===== src/rtl/instr_encoder.sv =====
// instr_encoder: expands mnemonic commands into 9-bit words and writes them sequentially to imem.
// Build option: define INSTR_ENCODER_CHECK_EN to reject illegal ops and out-of-range shifts.
module instr_encoder #(
    parameter int unsigned ADDR_W = 8
) (
    input  logic              clk,
    input  logic              rst_n,
    input  logic              clear,
    input  logic              cmd_valid,
    output logic              cmd_ready,
    input  logic [4:0]        cmd_op,
    input  logic [7:0]        cmd_arg,
    output logic              imem_we,
    output logic [ADDR_W-1:0] imem_addr,
    output logic [8:0]        imem_wdata,
    output logic [ADDR_W:0]   count,
    output logic              full,
    output logic              err
);

    localparam int unsigned       DEPTH     = 2 ** ADDR_W;
    localparam logic [ADDR_W:0]   DEPTH_CNT = (ADDR_W + 1)'(DEPTH);
    localparam logic [ADDR_W:0]   LAST_CNT  = (ADDR_W + 1)'(DEPTH - 1);
    localparam logic [ADDR_W:0]   CNT_ONE   = (ADDR_W + 1)'(1);
    localparam logic [ADDR_W-1:0] PTR_ONE   = ADDR_W'(1);

    typedef enum logic {
        st_idle,
        st_second
    } state_t;

    state_t            state_q, state_d;
    logic [ADDR_W-1:0] ptr_q, ptr_d;
    logic [ADDR_W-1:0] waddr_q, waddr_d;
    logic [ADDR_W:0]   count_q, count_d;
    logic              full_q, full_d;
    logic              err_q, err_d;
    logic              we_q, we_d;
    logic [8:0]        wdata_q, wdata_d;
    logic [8:0]        hi_q, hi_d;

    logic              accept;
    logic              dec_emit, dec_second, dec_reject;
    logic [8:0]        dec_word, dec_hi;
    logic              emit;
    logic [8:0]        emit_word;

    assign cmd_ready = (state_q == st_idle) && !full_q && !clear;
    assign accept    = cmd_valid && cmd_ready;

    // Command decode; only meaningful when accept is high.
    always_comb begin
        dec_emit   = 1'b0;
        dec_second = 1'b0;
        dec_reject = 1'b0;
        dec_word   = '0;
        dec_hi     = '0;
        unique case (cmd_op[4:2])
            3'b000, 3'b001: begin
                dec_emit = 1'b1;
                dec_word = {2'b00, cmd_op[2:0], 1'b0, cmd_op[2:0]};
            end
            3'b010, 3'b011: begin
                if (cmd_op[2:0] == 3'd7) begin
                    // LI8 needs two free slots, regardless of build options.
                    if (count_q == LAST_CNT) begin
                        dec_reject = 1'b1;
                    end else begin
                        dec_emit   = 1'b1;
                        dec_second = 1'b1;
                        dec_word   = {2'b01, 3'b100, cmd_arg[3:0]};
                        dec_hi     = {2'b01, 3'b101, cmd_arg[7:4]};
                    end
                end else begin
                    dec_emit = 1'b1;
                    dec_word = {2'b01, cmd_op[2:0], cmd_arg[3:0]};
                end
            end
            3'b100: begin
                dec_emit = 1'b1;
                dec_word = {2'b10, cmd_op[1:0], cmd_arg[4:0]};
            end
            3'b101: begin
                if (!cmd_op[1]) begin
`ifdef INSTR_ENCODER_CHECK_EN
                    if (cmd_arg[4:3] != 2'b00) begin
                        dec_reject = 1'b1;
                    end else begin
                        dec_emit = 1'b1;
                        dec_word = {2'b11, cmd_op[1:0], cmd_arg[4:0]};
                    end
`else
                    dec_emit = 1'b1;
                    dec_word = {2'b11, cmd_op[1:0], 2'b00, cmd_arg[2:0]};
`endif
                end else begin
                    dec_emit = 1'b1;
                    dec_word = {2'b11, cmd_op[1:0], cmd_arg[4:0]};
                end
            end
            default: begin
`ifdef INSTR_ENCODER_CHECK_EN
                dec_reject = 1'b1;
`endif
            end
        endcase
    end

    always_comb begin
        state_d   = state_q;
        ptr_d     = ptr_q;
        waddr_d   = waddr_q;
        count_d   = count_q;
        full_d    = full_q;
        err_d     = err_q;
        we_d      = 1'b0;
        wdata_d   = wdata_q;
        hi_d      = hi_q;
        emit      = 1'b0;
        emit_word = '0;

        if (clear) begin
            state_d = st_idle;
            ptr_d   = '0;
            count_d = '0;
            full_d  = 1'b0;
            err_d   = 1'b0;
        end else if (state_q == st_second) begin
            emit      = 1'b1;
            emit_word = hi_q;
            state_d   = st_idle;
        end else if (accept) begin
            if (dec_reject) begin
                err_d = 1'b1;
            end else if (dec_emit) begin
                emit      = 1'b1;
                emit_word = dec_word;
                if (dec_second) begin
                    state_d = st_second;
                    hi_d    = dec_hi;
                end
            end
        end

        if (emit) begin
            we_d    = 1'b1;
            waddr_d = ptr_q;
            wdata_d = emit_word;
            ptr_d   = ptr_q + PTR_ONE;
            count_d = count_q + CNT_ONE;
            full_d  = (count_d == DEPTH_CNT);
        end
    end

    always_ff @(posedge clk) begin
        if (!rst_n) begin
            state_q <= st_idle;
            ptr_q   <= '0;
            waddr_q <= '0;
            count_q <= '0;
            full_q  <= 1'b0;
            err_q   <= 1'b0;
            we_q    <= 1'b0;
            wdata_q <= '0;
            hi_q    <= '0;
        end else begin
            state_q <= state_d;
            ptr_q   <= ptr_d;
            waddr_q <= waddr_d;
            count_q <= count_d;
            full_q  <= full_d;
            err_q   <= err_d;
            we_q    <= we_d;
            wdata_q <= wdata_d;
            hi_q    <= hi_d;
        end
    end

    assign imem_we    = we_q;
    assign imem_addr  = waddr_q;
    assign imem_wdata = wdata_q;
    assign count      = count_q;
    assign full       = full_q;
    assign err        = err_q;

endmodule


===== config.mk =====
export PLATFORM = sky130hd
export DESIGN_NAME = instr_encoder
export DESIGN_NICKNAME = d
export VERILOG_FILES = /design/src/rtl/instr_encoder.sv
export SDC_FILE = /design/constraint.sdc
export NUM_CORES = 1
export LEC_CHECK = 0
export ABC_AREA = 1
export CORE_AREA = 8 8 67 92
export CTS_CLUSTER_SIZE = 20
export DETAILED_ROUTE_END_ITERATION = 10
export DIE_AREA = 0 0 75 100
export GPL_ROUTABILITY_DRIVEN = 0
export PLACE_DENSITY_LB_ADDON = 0.15
export SYNTH_ARGS = -nofsm -noshare
export SYNTH_HDL_FRONTEND = slang
export SYNTH_SLANG_ARGS = --single-unit

===== constraint.sdc =====
create_clock -name clk -period 2.31 [get_ports clk]
set_input_delay 0.462 -clock clk [delete_from_list [all_inputs] [get_ports clk]]
set_output_delay 0.462 -clock clk [all_outputs]
set_load 0.05 [all_outputs]

==> flow_summary.yaml <==
clock_tree:
  cts.clk_slew.worst_paths_ps: 80
  hold_buffers: 0
  clkLatencyLatePin_ps: 290
  cts_buffers: 5
  cts_sinks: 43
  htreeDepth: 2
  clock_path_buffers: 2
  cts_root_buffer: "clkbuf_8"
  cts_tree: "yes"
worst_setup_path:
  start_kind: "flop"
  required_ps: 2490
  max_stage_delay_ps: 420
  slowest_stage: "dfxtp_2"
  path_buf_inv: 1
  critPathMaxFanout: 18
  crit_path_end_kind: "flop"
  critPathKind: "reg2reg"
  path_cells: "ha_2, nand4_1, nor2_1, ha_2, nand3_4, nand2_4, nand2_4, nand2_4, inv_2, nor2_1, nor2_1"
  path_delay_family: "simple AND/OR/NAND/NOR gates"
  worstPathArrival_ps: 2270
floorplanning:
  io_pins: 47
  coreArea_mm2: 0.004767
  dieArea_mm2: 0.007500
  die_w_um: 75
  core.rowCount: 30
  die_h_um: 100
  start_util_pct: 50.52
power:
  cellPowerDensity_mw_per_mm2: 511.4
  switchingPower_mw: 0.4117
  fin_total_pwr_mw: 1.575
  vdd_ir_drop_max_mv: 0.2601
  p_clk_share_pct: 36.0
  p_int_mw: 1.163
  p_sw_share_pct: 26.15
  p_seq_share_pct: 48.6
  p_comb_share_pct: 15.5
  p_leak_nw: 1.393
cells_and_area:
  multiInputGateArea_mm2: 0.001275
  fillerInstances: 460
  antennaDiodeCount: 0
  nets: 427
  layout_commonest_cell: "nand2_1"
  drive_gt1_share_pct: 15.27
  stdcell_area_mm2: 0.003079
  register_area_um2: 862.1
  areaGrowthSynthToFinish_pct: 27.84
  final_cell_mix: "95 x nand2_1, 51 x nor2_1, 47 x inv_1"
drt:
  first_pass_iters: 4
  drt-initial-drc-count: 117
  drc: 0
  wirelength_mm: 5.729
  vias_per_cell: 4.879
  num_vias: 2293
  routedWlPerCell_um: 12.19
  ant_nets: 0
sta:
  setup_viol: 0
  post-route-period-util_pct: 90.14
  fmaxAchievable_ghz: 0.4802
  max_slew_margin_pct: 65.77
  tightest_slew_ps: 511.9
  final.setup.tns_ps: 0
  slew_violations: 0
  hold_viol_final: 0
  fin_skew_ps: 9.400
  worst_slack_ps: 227.7
  fin_crit_ps: 2082
  rsz0062_at_grt: "false"
synthesis:
  synth_area_mm2: 0.002409
  synthDistinctLibCells: 30
  ys_ff_latch: 43
  yosysSeqAreaShare_pct: 35.74
  yosys_warnings: 0
  syn_avg_cell_area_um2: 6.921
  synthCells: 348
  synth_nets: 369
place:
  placed_area_mm2: 0.002968
  dpl_worst_slack_ps: 123.8
  dp_hpwl_mm: 4.557
  port_buffers: 46
flow_run:
  max-cap-violations: 0
grt:
  grt_pass1_wl_mm: 9.915
  grt.total_usage_pct: 16.45
  grt_max_degree: 19
  antenna_found_initial: 0
  grt-ovfl-total: 0
  first_global_vias: 2328
min_path:
  holdCritPathClass: "reg2reg"
status:
  outcome: "completed"
power by group through the flow:
stage / combinational [mW] / clock, mW / sequential (mW)
4_1_cts: 0.245 / 0.579 / 0.765
6_report: 0.244 / 0.566 / 0.765
3_3_place_gp: 0.242 / 0 / 0.782
2_1_floorplan: 0.110 / 0 / 0.828
3_5_place_dp: 0.245 / 0 / 0.782
5_1_grt: 0.265 / 0.613 / 0.767
state kept, by name, indices dropped and copies added (netlist names):
name	cells
ptr_q	8
imem_wdata	9
hi_q	5
state_q	1
full	1
imem_addr	8
imem_we	1
count	9
err	1
worst paths after layout:
path / startpoint / end / slack (ps) / cells after the start
worst max register to register: count[0]$_SDFFE_PN0P_ / imem_addr[2]$_SDFFE_PN0P_ / 230 / 11
worst max-delay path: count[0]$_SDFFE_PN0P_ / imem_addr[2]$_SDFFE_PN0P_ / 230 / 11
worst min-delay path: imem_wdata[5]$_SDFFE_PN0P_ / imem_wdata[5]$_SDFFE_PN0P_ / 470 / 2
worst min register to register: imem_wdata[5]$_SDFFE_PN0P_ / imem_wdata[5]$_SDFFE_PN0P_ / 470 / 2
worst reg2reg max path: cells and delay by family, from the launching register on:
family	cells	cell delay [ps]
adder cells (fa/ha/maj)	2	510
buffers and inverters	1	110
flip-flops	1	420
AND/OR/NAND/NOR	8	930
metal layers:
| metal | vias to the layer above | global-route usage, % | routed length (µm) |
|---|---|---|---|
| met4 | 0 | 5.606 | 65 |
| met2 | 41 | 29.84 | 3055 |
| li1 | 1214 | - | - |
| met5 | - | 0 | 0 |
| met1 | 1032 | 17.50 | 2430 |
| met3 | 6 | 3.892 | 178 |
logic make-up after synthesis:
group | Yosys count | share of synthesized area, %
DFF | 43 | 35.74
buffers and inverters | 58 | 11.53
xor gates and xnor gates | 1 | 0.3637
AOI/OAI and AO/OA | 35 | 9.714
and+or+nand+nor | 207 | 40.57
adders and majority gates | 4 | 2.078
cells in the mapped netlist (all sizes together):
| cell type | count | area, µm² |
|---|---|---|
| buf | 4 | 71.32 |
| inv | 50 | 190.2 |
| nand3b | 1 | 7.510 |
| nor2 | 57 | 249.0 |
| xor2 | 1 | 8.760 |
| a31oi | 1 | 6.260 |
| nand4 | 17 | 125.1 |
| clkinv | 1 | 5.000 |
| nand2 | 104 | 432.9 |
| o21ai | 17 | 107.6 |
| dfxtp | 43 | 860.8 |
| o211ai | 2 | 15.01 |
| nand3 | 27 | 157.7 |
| ha | 4 | 50.05 |
| nor3 | 1 | 5.000 |
| clkbuf | 3 | 11.26 |
| a21oi | 15 | 105.1 |
through the flow:
stage / utilization (%) / hold slack, ps / cells
floorplan: - / 435.4 / 348
global placement: 62.26 / 446.7 / 463
detailed placement: 62.26 / 461.7 / 463
CTS: 64.49 / 473.5 / 470
global route: 64.59 / 486.5 / 470
finish: 64.59 / 468.8 / 470
area by class of cell:
type / instances / share of cell area, %
multi-input combinational: 247 / 41.41
timing repair buffer: 58 / 18.20
clock buffer: 5 / 2.235
clock inverter: 2 / 1.219
tap: 64 / 2.601
sequential: 43 / 28.00
inverter: 51 / 6.339
repair_timing:
action	4_1_cts	5_1_grt
setup buffers	0	0
gates resized for setup	0	2
endpoints found under the setup margin	0	22
(Power assumes the default switching activity.)
